--- config.mk ---
export PLATFORM = sky130hd
export DESIGN_NAME = loop_ctrl
export DESIGN_NICKNAME = d
export VERILOG_FILES = /design/src/rtl/loop_ctrl.sv
export SDC_FILE = /design/constraint.sdc
export NUM_CORES = 1
export LEC_CHECK = 0
export ABC_CLOCK_PERIOD_IN_PS = 1750
export CELL_PAD_IN_SITES_DETAIL_PLACEMENT = 0
export CELL_PAD_IN_SITES_GLOBAL_PLACEMENT = 1
export CORE_MARGIN = 1.5
export CORE_UTILIZATION = 34
export DETAILED_ROUTE_END_ITERATION = 16
export PLACE_DENSITY = 0.83
export RECOVER_POWER = 25
export SLEW_MARGIN = 0
export SYNTH_ARGS = -nofsm -noshare
export SYNTH_HDL_FRONTEND = slang
export SYNTH_SLANG_ARGS = --single-unit
--- constraint.sdc ---
create_clock -name Clk -period 1.75 [get_ports Clk]
set_clock_uncertainty 0.2 [all_clocks]
set_input_delay 0.35 -clock Clk [delete_from_list [all_inputs] [get_ports Clk]]
set_output_delay 0.35 -clock Clk [all_outputs]
set_load 0.02 [all_outputs]
--- src/rtl/loop_ctrl.sv ---
// Loop sequencer: loads an external counter register, runs the loop body until the
// counter's compare flag drops, and handles abort and a body watchdog.
module loop_ctrl (
    input  logic       Clk,
    input  logic       RST,
    input  logic       start,
    input  logic [3:0] start_val,
    input  logic       f_z,
    input  logic       body_done,
    input  logic       abort,
    output logic       f_wen,
    output logic       f_rst,
    output logic       f_inc,
    output logic [3:0] f_bus,
    output logic       body_go,
    output logic       busy,
    output logic       done,
    output logic [3:0] iter_cnt,
    output logic       aborted,
    output logic       timeout
);

    localparam logic [2:0] IDLE   = 3'd0;
    localparam logic [2:0] LOAD   = 3'd1;
    localparam logic [2:0] SETTLE = 3'd2;
    localparam logic [2:0] CHECK  = 3'd3;
    localparam logic [2:0] BODY   = 3'd4;
    localparam logic [2:0] WAIT   = 3'd5;
    localparam logic [2:0] STEP   = 3'd6;
    localparam logic [2:0] FIN    = 3'd7;

    localparam logic [7:0] WD_LIMIT = 8'hFF;

    logic [2:0] state;
    logic [2:0] state_nx;
    logic [7:0] wd;
    logic [3:0] sv_q;
    logic       kill;
    logic       wd_expire;

    always_comb begin
        // NOTE: every variable gets a default before the case so no latch is inferred.
        kill      = abort && (state != IDLE) && (state != FIN);
        wd_expire = (state == WAIT) && !body_done && (wd == WD_LIMIT);
        state_nx  = state;
        case (state)
            IDLE:    if (start) state_nx = LOAD;
            LOAD:    state_nx = SETTLE;
            SETTLE:  state_nx = CHECK;
            CHECK:   state_nx = f_z ? BODY : FIN;
            BODY:    state_nx = WAIT;
            WAIT: begin
                if (body_done)      state_nx = STEP;
                else if (wd_expire) state_nx = FIN;
            end
            STEP:    state_nx = SETTLE;
            FIN:     state_nx = IDLE;
            default: state_nx = IDLE;
        endcase
        if (kill) state_nx = FIN;
    end

    // Outputs are registered decodes of the current state, so they trail it by one
    // cycle; an abort in the same cycle suppresses the strobe that state would emit.
    always_ff @(posedge Clk) begin
        if (RST) begin
            state    <= IDLE;
            wd       <= '0;
            sv_q     <= '0;
            iter_cnt <= '0;
            aborted  <= 1'b0;
            timeout  <= 1'b0;
            f_wen    <= 1'b0;
            f_rst    <= 1'b0;
            f_inc    <= 1'b0;
            f_bus    <= '0;
            body_go  <= 1'b0;
            busy     <= 1'b0;
            done     <= 1'b0;
        end else begin
            state <= state_nx;

            if (state == IDLE && start) begin
                sv_q     <= start_val;
                iter_cnt <= '0;
                aborted  <= 1'b0;
                timeout  <= 1'b0;
            end

            if (kill) begin
                aborted <= 1'b1;
            end else begin
                if (state == BODY)
                    wd <= '0;
                else if (state == WAIT && !body_done && wd != WD_LIMIT)
                    wd <= wd + 8'd1;
                if (wd_expire)
                    timeout <= 1'b1;
                if (state == STEP)
                    iter_cnt <= iter_cnt + 4'd1;
            end

            f_wen   <= (state == LOAD) && !kill && (sv_q != 4'd0);
            f_rst   <= (state == LOAD) && !kill && (sv_q == 4'd0);
            f_bus   <= ((state == LOAD) && !kill) ? sv_q : 4'd0;
            f_inc   <= (state == STEP) && !kill;
            body_go <= (state == BODY) && !kill;
            busy    <= (state != IDLE);
            done    <= (state == FIN);
        end
    end

endmodule

Word level (Yosys, flattened, before mapping)
Cells that the tools add are included.
Widths: inputs -> output; s select.
{"block": "op_classes", "mux": 16, "add_sub_neg": 2, "eq_ne": 12, "reduce_logical": 23, "n_bitwise": 2}
{"operator": "$pmux 3 s7", "n": 1}
{"operator": "$mux 8", "n": 2}
{"operator": "$eq 3x3->1 const B", "n": 4}
{"operator": "$mux 3", "n": 4}
{"operator": "$mux 4", "n": 3}
{"operator": "$logic_and 1x1->1", "n": 11}
{"operator": "$add 8x1->8 const B", "n": 1}
{"operator": "$eq 8x8->1 const B", "n": 1}
{"operator": "$ne 8x8->1 const B", "n": 1}
{"operator": "$eq 3x2->1 const B", "n": 2}
{"operator": "$ne 3x3->1 const B", "n": 2}
{"operator": "$mux 1", "n": 5}
{"operator": "$add 4x1->4 const B", "n": 1}
{"operator": "$logic_not 4->1", "n": 1}
{"operator": "$ne 4x4->1 const B", "n": 1}
{"operator": "$reduce_and 2->1", "n": 2}
{"operator": "$reduce_bool 2->1", "n": 2}
{"operator": "$reduce_bool 4->1", "n": 1}
{"operator": "$reduce_or 2->1", "n": 2}
{"operator": "$eq 3x1->1 const B", "n": 1}
{"operator": "$logic_not 3->1", "n": 1}
{"operator": "$reduce_bool 3->1", "n": 1}
{"operator": "$logic_not 1->1", "n": 2}
{"operator": "$mux 2", "n": 1}
{"operator": "$not 1->1", "n": 2}
{"block": "word_totals", "elab_cells": 68, "in_bits": 10, "reg_bits": 31}

Depth between registers and ports, before layout
{"block": "logic_depth", "depth_word": 7, "ltp_mapped": 6, "depth_no_buf": 5}

Worst setup path before layout
No wires, ideal clock.
{"block": "synth_path", "kind": "reg-to-reg", "startpoint": "register state[2]", "endpoint": "register wd[5]", "n_path_buf": 0, "slack_ns": 0.081, "arrival_time_ns": 1.407, "path_stages_with_launch": 5, "setup_time_ns": 0.062, "synth_period_minus_slack_ns": 1.669, "cell_sequence": "dfxtp_1 -> or3_4 -> and3_4 -> or4_1 -> nand3_1"}
{"block": "synth_via", "elab_chain_len": 5, "word_cells_on_any_way": 12, "cone_classes": "eq/ne (3); mux (1); bitwise (1); reduce/logical (7)"}
{"item": "start, declared", "line_no": "34", "text": "logic [2:0] state;"}
{"item": "start signal, assigned", "line_no": "81", "text": "state <= state_nx;"}
{"item": "$eq 3x3->1 or $reduce_bool 3->1 (tied branches)", "line_no": "95, 43"}
{"item": "$logic_and 1x1->1, on equally long branches (2 in a row)", "line_no": "95, 43"}
{"item": "$reduce_bool 2->1 (no source line) or $not 1->1 (tied branches)"}
{"item": "$reduce_and 2->1 (no source line)"}
{"item": "end signal, assigned", "line_no": "96", "text": "wd <= wd + 8'd1;"}
{"item": "end, declared", "line_no": "36", "text": "logic [7:0] wd;"}
Several ways; a longest one is shown, not always the timed one.
A chain may end at the register's enable or synchronous reset.

Worst setup path in the final report
{"block": "layout_path", "startpoint": "register state[0]", "endpoint": "register wd[3]"}
Same word-level chain as after synthesis.

==> results.sh <==
export IMPL_status="completed"
export IMPL_design_area_mm2=0.00195
export IMPL_drtIter0Drc=50
export IMPL_rsz0062_at_grt="yes"
export IMPL_relSlewSlack_pct=79.2
export IMPL_place_gp_congestion=0.843
export IMPL_grt_max_degree=14
export IMPL_critPathLaunchType="register"
export IMPL_seqPwrFrac_pct=42.5
export IMPL_tightest_slew_ps=309
export IMPL_firstDrtPassIters=4
export IMPL_cts_tree="yes"
export IMPL_cts_sinks=31
export IMPL_clk_latency_ps=290
export IMPL_hold_viol_final=0
export IMPL_crit_fanout=6
export IMPL_grt_pass1_vias=1216
export IMPL_pwr_share_clk_pct=40.7
export IMPL_cts_hold_buffers_added=0
export IMPL_rows=22
export IMPL_die_y_um=66.3
export IMPL_netlist_instances=157
export IMPL_required_ps=1770
export IMPL_worst_r2r_path_depth=4
export IMPL_hp_class="reg -> reg"
export IMPL_final_common_cell="dfxtp_1"
export IMPL_placed_area_mm2=0.00183
export IMPL_end_kind="register"
export IMPL_cts_made_buffers=5
export IMPL_setup_viol=0
export IMPL_viasPerCell=5.23
export IMPL_drive_gt1_share_pct=22.4
export IMPL_io_buffers=25
export IMPL_regArea_um2=628
export IMPL_yosysTopAreaCell="dfxtp_1"
export IMPL_p_leak_nw=0.828
export IMPL_pwr_density_cell_mw_per_mm2=921
export IMPL_power_switching_uw=452
export IMPL_max_freq_mhz=580
export IMPL_coreArea_mm2=0.00374
export IMPL_p_int_mw=1.35
export IMPL_ys_ff_latch=31
export IMPL_min_delay_start="aborted"
export IMPL_fp_dieW_um=66.3
export IMPL_grtUsageTotal_pct=16.4
export IMPL_ys_top_cells_by_area="dfxtp_1 46%, a21oi_1 5.1%, nand3_1 4.8%"
export IMPL_antenna_found_initial=0
export IMPL_r2r_setup_slack_ps=30
export IMPL_post_route_period_util_pct=98.6
export IMPL_final_cell_mix="29 x dfxtp_1, 25 x buf_4, 14 x a21oi_1"
export IMPL_nets=221
export IMPL_final_util_pct=52.2
export IMPL_crit_type="reg -> reg"
export IMPL_synth_cell_area_mm2=0.00136
export IMPL_io_pins=26
export IMPL_cap_viol_max_count=0
export IMPL_routedWlPerCell_um=13.3
export IMPL_hold_depth=2
export IMPL_die_area_mm2=0.00440
export IMPL_antenna_cells=0
export IMPL_fill_cells=357
export IMPL_overflow=0
export IMPL_dp_hpwl_mm=2.47
export IMPL_syn_num_nets=169
export IMPL_cts_root_buf="clkbuf_8"
export IMPL_p_comb_share_pct=16.8
export IMPL_drc=0
export IMPL_netlist_area_leader_share_pct=45.5
export IMPL_layout_min_cycle_time_ps=1720
export IMPL_start_util_pct=36.4
export IMPL_sw_frac_of_total_pct=25.1
export IMPL_synthesis_area_per_instance_um2=8.68
export IMPL_vias=1349
export IMPL_yosysUniqueCellTypes=35
export IMPL_ant_nets=0
export IMPL_hold_end="aborted"
export IMPL_cts_clk_slew_worst_paths_ps=70
export IMPL_synthToLayoutAreaGrowth_pct=43.3
export IMPL_multi_input_area_um2=719
export IMPL_yosysWarnings=0
export IMPL_drv_slew=0
export IMPL_htreeDepth=2
export IMPL_clockBufferDepth=2
export IMPL_arrival_ps=1750
export IMPL_grt_first_pass_wirelength_mm=5.41
export IMPL_totalWireLength_mm=3.43
export IMPL_vdd_drop_max_mv=0.498
export IMPL_ys_seq_area_share_pct=45.5
export IMPL_r2r_start="state[0]"
export IMPL_r2r_end="wd[3]"
state kept, by name, indices dropped and copies added (netlist names):
signal and cells:
aborted 1, body_go 1, busy 1, done 1, f_bus 4, f_inc 1
f_rst 1, f_wen 1, iter_cnt 4, state 3, sv_q 4, timeout 1
wd 8
worst max-delay path: stages, from the launching register on:
cell and delay [ps]:
dfxtp_4 360, or3_4 390, and3_4 170, or4_1 460, o21ai_1 80
Yosys cell counts:
master,instances
xor2_1,1
o221ai_1,1
inv_1,8
and4bb_1,2
o2111ai_1,2
dfxtp_1,31
or3_4,1
a32o_1,1
and3_4,1
ha_1,2
mux2i_1,1
nand2_1,14
o21ai_0,4
nor3b_1,1
nor2b_1,1
and3_1,5
xnor2_1,1
and2_1,8
nand3_1,13
nand3b_1,1
a311o_1,1
and4_1,4
o22ai_1,2
and4bb_2,1
or2_2,2
a31oi_1,2
nand4_1,4
a21oi_1,14
nor4_1,2
clkbuf_1,4
o211ai_1,5
nor3_1,1
nor2_1,10
or4_1,3
buf_2,3
layer usage:
layer	up-vias	wire (µm)	track usage [%]	part of all wire, %
met5	-	0	0	0
met4	0	72	9.44	2.1
met3	7	166	5.11	4.8
met2	31	1670	25.9	49
met1	633	1530	19.5	45
li1	678	-	-	-
cell families after synthesis:
group | synth area share, %
AOI/OAI and AO/OA | 14.6
DFF | 45.5
buffers and inverters | 4.41
adders and majority gates | 1.84
xor gates and xnor gates | 1.29
muxes | 0.735
and+or+nand+nor | 31.6
worst max-delay path by stage:
stage / to / cells past startpoint / slack [ps] / start
after global routing: wd[3] / 4 / -20 / state[0]
final: wd[3] / 4 / 30 / state[0]
after detailed placement: wd[7] / 5 / -390 / body_done
after global placement: wd[5] / 5 / -370 / body_done
after floorplan: wd[5] / 4 / 80 / state[2]
after CTS: f_bus[0] / 1 / 2 / f_bus[0]
area by class of cell:
class / instances / area share, %
well taps: 48 / 3.07
multi-input cells: 111 / 36.8
clock inverters: 2 / 1.79
clock buffers: 6 / 4.23
repair buffers: 52 / 20.4
flip-flops and latches: 31 / 32.2
inverters: 8 / 1.54
power by group through the flow:
stage | clock, mW | sequential, mW | combinational [mW]
detailed placement | 0 | 0.777 | 0.306
global route | 0.780 | 0.768 | 0.330
global placement | 0 | 0.776 | 0.299
finish | 0.733 | 0.764 | 0.302
CTS | 0.750 | 0.763 | 0.304
floorplan | 0 | 0.786 | 0.150
stage by stage:
stage	cells	total power, mW	setup TNS [ps]	hold slack (ps)	worst slack (ps)
floorplan	157	0.936	0	244	80.7
detailed placement	248	1.08	-3580	261	-393
CTS	256	1.82	0	268	2.21
global placement	248	1.08	-3000	252	-368
global route	258	1.88	-36.7	292	-19.3
finish	258	1.80	0	267	25.3
what timing repair did:
item,4_1_cts,5_1_grt
endpoints found under the setup margin,16,13
gates resized for setup,15,17
setup buffers,0,2
pin swaps,2,5
No activity file was read; power rests on OpenSTA's default activity.
